[config.mk]
export PLATFORM = sky130hd
export DESIGN_NAME = mem_responder
export DESIGN_NICKNAME = d
export VERILOG_FILES = /design/src/rtl/mem_responder.sv
export SDC_FILE = /design/constraint.sdc
export NUM_CORES = 2
export LEC_CHECK = 0
export CORE_ASPECT_RATIO = 2
export CORE_MARGIN = 8
export CORE_UTILIZATION = 55
export DETAILED_ROUTE_END_ITERATION = 16
export PLACE_DENSITY = 0.7
export SETUP_SLACK_MARGIN = 0.1
export SYNTH_ARGS = -nofsm -noshare
export SYNTH_HDL_FRONTEND = slang
export SYNTH_SLANG_ARGS = --single-unit
[constraint.sdc]
create_clock -name clk -period 7 [get_ports clk]
set_clock_uncertainty 0.15 [all_clocks]
set_input_delay 1.4 -clock clk [delete_from_list [all_inputs] [get_ports clk]]
set_output_delay 1.4 -clock clk [all_outputs]
set_load 0.02 [all_outputs]
[src/rtl/mem_responder.sv]
// Word-addressed memory responder: one outstanding request, fixed WAIT latency,
// single-cycle response strobe with error flag for misaligned/out-of-range accesses.
module mem_responder #(
  parameter int unsigned DEPTH_WORDS = 64,
  parameter int unsigned LATENCY     = 2
) (
  input  logic        clk,
  input  logic        reset,
  input  logic        req,
  input  logic        we,
  input  logic [31:0] Adr,
  input  logic [31:0] WriteData,
  output logic        ready,
  output logic [31:0] ReadData,
  output logic        rvalid,
  output logic        err
);

  localparam int unsigned AW = $clog2(DEPTH_WORDS);
  localparam int unsigned CW = (LATENCY > 1) ? $clog2(LATENCY) : 1;
  localparam logic [CW-1:0] CNT_LOAD = CW'(LATENCY - 1);

  typedef enum logic [1:0] {
    IDLE = 2'd0,
    WAIT = 2'd1,
    RESP = 2'd2
  } state_t;

  state_t state, state_next;

  logic [CW-1:0] cnt;
  logic [31:0]   adr_q;
  logic [31:0]   wdata_q;
  logic          we_q;
  logic          err_q;
  logic [31:0]   mem [DEPTH_WORDS];

  logic          accept;
  logic          access;
  logic          bad;
  logic [AW-1:0] idx;

  always_comb begin
    accept = (state == IDLE) && req;
    access = (state == WAIT) && (cnt == '0);
    idx    = adr_q[AW+1:2];
    bad    = (adr_q[1:0] != 2'b00) || (adr_q[31:AW+2] != '0);
  end

  always_ff @(posedge clk or posedge reset) begin
    if (reset) state <= IDLE;
    else       state <= state_next;
  end

  always_comb begin
    state_next = state;
    case (state)
      IDLE:    if (req) state_next = WAIT;
      WAIT:    if (cnt == '0) state_next = RESP;
      RESP:    state_next = IDLE;
      default: state_next = IDLE;
    endcase
  end

  always_comb begin
    ready  = (state == IDLE);
    rvalid = (state == RESP);
    err    = (state == RESP) && err_q;
  end

  // Request fields are captured once at acceptance so later input activity cannot disturb the access.
  always_ff @(posedge clk or posedge reset) begin
    if (reset) begin
      cnt      <= '0;
      adr_q    <= '0;
      wdata_q  <= '0;
      we_q     <= 1'b0;
      err_q    <= 1'b0;
      ReadData <= '0;
    end else begin
      if (accept) begin
        adr_q   <= Adr;
        wdata_q <= WriteData;
        we_q    <= we;
        cnt     <= CNT_LOAD;
      end else if ((state == WAIT) && (cnt != '0)) begin
        cnt <= cnt - CW'(1);
      end
      if (access) begin
        err_q <= bad;
        if (bad)        ReadData <= '0;
        else if (!we_q) ReadData <= mem[idx];
      end
    end
  end

  // Storage is deliberately not reset; reset forces IDLE, so a pending write never reaches here.
  always_ff @(posedge clk) begin
    if (access && we_q && !bad) mem[idx] <= wdata_q;
  end

endmodule

==> results_dict.tcl <==
set metrics [dict create \
    synth.top_cell.area_share_pct 74.3 \
    grt-ovfl-total 0 \
    setup_violations 0 \
    dp_worst_setup_slack_ns 2.17 \
    worstMarginPinSlew_ns 1.38 \
    portBuffers 102 \
    die_y_um 565 \
    root_buffer "clkbuf_16" \
    cts_resized 0 \
    drcViolationCount 0 \
    hp-class "register to register" \
    path_clk_slew_ns 0.07 \
    p_seq_share_pct 47.2 \
    synth_area_mm2 0.0828 \
    synthTopCellsByArea "edfxtp_1 (74%), dfrtp_1 (3.1%), a22oi_1 (3.0%)" \
    wl_um 241000 \
    multiInputGateArea_mm2 0.0175 \
    critPathMaxFanout 17 \
    cp.arrival_ns 5.21 \
    fin_area_mm2 0.0917 \
    dp_hpwl_um 145000 \
    yosysSeqAreaShare_pct 77.4 \
    ctsHtreeMaxLevel 4 \
    critPathLaunchType "register" \
    drtAntennaViolNets 0 \
    synth-main-ff-cell "edfxtp_1" \
    combPwrFrac_pct 27.2 \
    switching_power_mw 13.4 \
    vias_per_cell 7.02 \
    critPathRequiredTime_ns 7.32 \
    wl_per_cell_um 34.7 \
    ir_drop_v 0.000536 \
    nets 4953 \
    fmaxAchievable_ghz 0.205 \
    finalPower_mw 38.0 \
    synth_edf_count 2048 \
    grt_pass1_vias 47700 \
    crit_type "register to register" \
    outcome "finished clean" \
    leakage_nw 28.0 \
    cts_setup_buffers 0 \
    dr_total_vias 48800 \
    antenna_found_initial 10 \
    cts_sinks 2149 \
    first_iter_violations 6321 \
    grt_max_degree 173 \
    p_clk_share_pct 25.6 \
    hold_path_depth 0 \
    ys_ff_latch 2149 \
    placed_cell_area_mm2 0.0862 \
    r2r_slack_ns 2.11 \
    drv_slew 0 \
    fin_cells 6945 \
    syn-instance-count 4869 \
    hold_buffers 0 \
    intPower_mw 24.6 \
    synth_fp_nets 4937 \
    regArea_mm2 0.0641 \
    start_util_pct 55.3 \
    cp_slowest_cell "nor4_2" \
    fin_util_pct 61.3 \
    async_reset_ff_share_pct 4.70 \
    hold_start "wdata_q[21]" \
    maxCapViolations 0 \
    slowest_delay_ns 0.91 \
    fillers 10500 \
    end_kind "register" \
    relSlewSlack_pct 7.47 \
    fin_tns_setup_ns 0 \
    num_rows 201 \
    dr.pass1.iters 12 \
    die_area_mm2 0.164 \
    area_growth_pct 10.8 \
    fp.dieW_um 290 \
    rsz0062_at_grt "no" \
    fin_crit_sh_pct 69.8 \
    dp.cells 6636 \
    cts_tree "built" \
    hold_violations 0 \
    cts-buffers-inserted 175 \
    drive_gt1_share_pct 14.2 \
    powerDensity_mw_per_mm2 414 \
    swShare_pct 35.3 \
    track_usage_pct 28.5 \
    hold_slack_ns 0.324 \
    worstHoldEndpoint "mem[27][21]" \
    core_area_mm2 0.150 \
    rr_startpoint "adr_q[14]" \
    yosys_warnings 0 \
    crit_chain "nor4_1 > nand4_1 > nor4_2 > nand3_1 > nor2_4 > buf_4" \
    clock_latency_ns 0.80 \
    r2r_end "mem[27][10]" \
    yosysTopAreaCell "edfxtp_1" \
    r2r_cells 6 \
    period_needed_ns 4.89 \
    io-pin-count 103 \
    syn-mean-instance-area_um2 17.0 \
    finalWeightedCongestion 0.925 \
    synth.distinct_cells 71 \
    clk_path_buf_depth 4 \
    setup_ws_ns 2.11 \
    grt_pass1_wl_um 341000 \
]
==> worst max-delay path, delay by kind of cell, from the launching register on <==
kind,cells,cell delay [ns]
buffers and inverters,1,0.42
DFF,1,0.37
and+or+nand+nor,5,3.58
==> Yosys cell counts (5+ instances only) <==
| cell | n |
|---|---|
| clkbuf_1 | 213 |
| buf_2 | 121 |
| nor3_1 | 42 |
| a211oi_1 | 15 |
| o2bb2ai_1 | 14 |
| o211a_1 | 11 |
| o32ai_1 | 24 |
| mux4_2 | 7 |
| a22o_1 | 109 |
| nand2b_1 | 6 |
| o31ai_1 | 14 |
| nand3_1 | 102 |
| inv_1 | 5 |
| buf_1 | 43 |
| a32o_1 | 11 |
| nor4_1 | 25 |
| a221o_1 | 82 |
| o41ai_1 | 6 |
| buf_6 | 10 |
| buf_4 | 11 |
| nand2_1 | 66 |
| mux2i_1 | 84 |
| a2111oi_0 | 52 |
| and2_1 | 5 |
| o22ai_1 | 140 |
| mux2_2 | 108 |
| a221oi_1 | 154 |
| nor2_1 | 159 |
| nand3b_1 | 134 |
| mux2_1 | 28 |
| nand4_1 | 16 |
| a21oi_1 | 254 |
| o21ai_0 | 74 |
| nor2b_1 | 17 |
| edfxtp_1 | 2048 |
| o2111ai_1 | 14 |
| or3b_2 | 90 |
| a22oi_1 | 327 |
| o2111a_1 | 12 |
| a222oi_1 | 40 |
| dfrtp_1 | 101 |
| a31oi_1 | 17 |
==> metal layers <==
layer / routed length [um] / GRT usage (%) / up-vias
met3: 20700 / 4.23 / 692
met1: 80800 / 33.3 / 25000
li1: - / - / 20200
met5: 52 / 0 / -
met4: 15900 / 16.1 / 8
met2: 123000 / 50.4 / 2955
==> state kept, by name, indices dropped and copies added, names as in the netlist <==
signal / cells
mem: 2048
ReadData: 32
adr_q: 32
wdata_q: 32
state: 2
cnt: 1
err_q: 1
we_q: 1
==> logic make-up after synthesis <==
family / Yosys count / share of synthesized area (%)
flops: 2149 / 77.4
buf+inv: 406 / 2.17
compound gates: 1391 / 12.5
simple gates: 696 / 4.95
mux: 227 / 3.06
==> placed cells by master, fill, tap and decap left out, types with 45 or more instances in the layout <==
cell type | Yosys | layout
edfxtp_1 | 2048 | 2048
a22oi_1 | 327 | 327
a21oi_1 | 254 | 254
clkbuf_16 | 0 | 179
a221oi_1 | 154 | 154
o22ai_1 | 140 | 140
nand3b_1 | 134 | 134
buf_4 | 11 | 129
a22o_1 | 109 | 109
mux2_2 | 108 | 108
clkdlybuf4s50_1 | 0 | 102
nand3_1 | 102 | 101
nor2_1 | 159 | 93
or3b_2 | 90 | 90
mux2i_1 | 84 | 84
a221o_1 | 82 | 82
o21ai_0 | 74 | 74
nor2_4 | 0 | 68
dfrtp_1 | 101 | 66
nand2_1 | 66 | 65
a2111oi_0 | 52 | 46
clkbuf_1 | 213 | 45
==> power groups by stage <==
| stage | logic [mW] | registers, mW | clock network [mW] |
|---|---|---|---|
| finish | 10.3 | 17.9 | 9.73 |
| global route | 10.7 | 18.0 | 10.2 |
| CTS | 10.1 | 17.9 | 9.77 |
| detailed placement | 10.1 | 18.2 | 0 |
| global placement | 9.91 | 18.1 | 0 |
| floorplan | 6.11 | 17.4 | 0 |
==> layout make-up <==
| type | count | share of cell area [%] |
|---|---|---|
| diodes | 3 | 0.00819 |
| clock buffers | 233 | 5.20 |
| clock inverters | 73 | 0.765 |
| inverters | 7 | 0.0368 |
| multi-input cells | 2314 | 19.1 |
| flip-flops and latches | 2149 | 69.9 |
| well taps | 1928 | 2.63 |
| repair buffers | 238 | 2.32 |
==> worst max path at each step <==
stage,startpoint,endpoint,cells after the start
5_1_grt,adr_q[14],mem[27][10],6
6_report,adr_q[14],mem[27][10],6
3_3_place_gp,adr_q[14],mem[27][26],6
2_1_floorplan,reset,ReadData[0],1
3_5_place_dp,adr_q[14],mem[27][12],6
4_1_cts,adr_q[14],mem[27][10],6
Power figures use the tool's default switching activity.
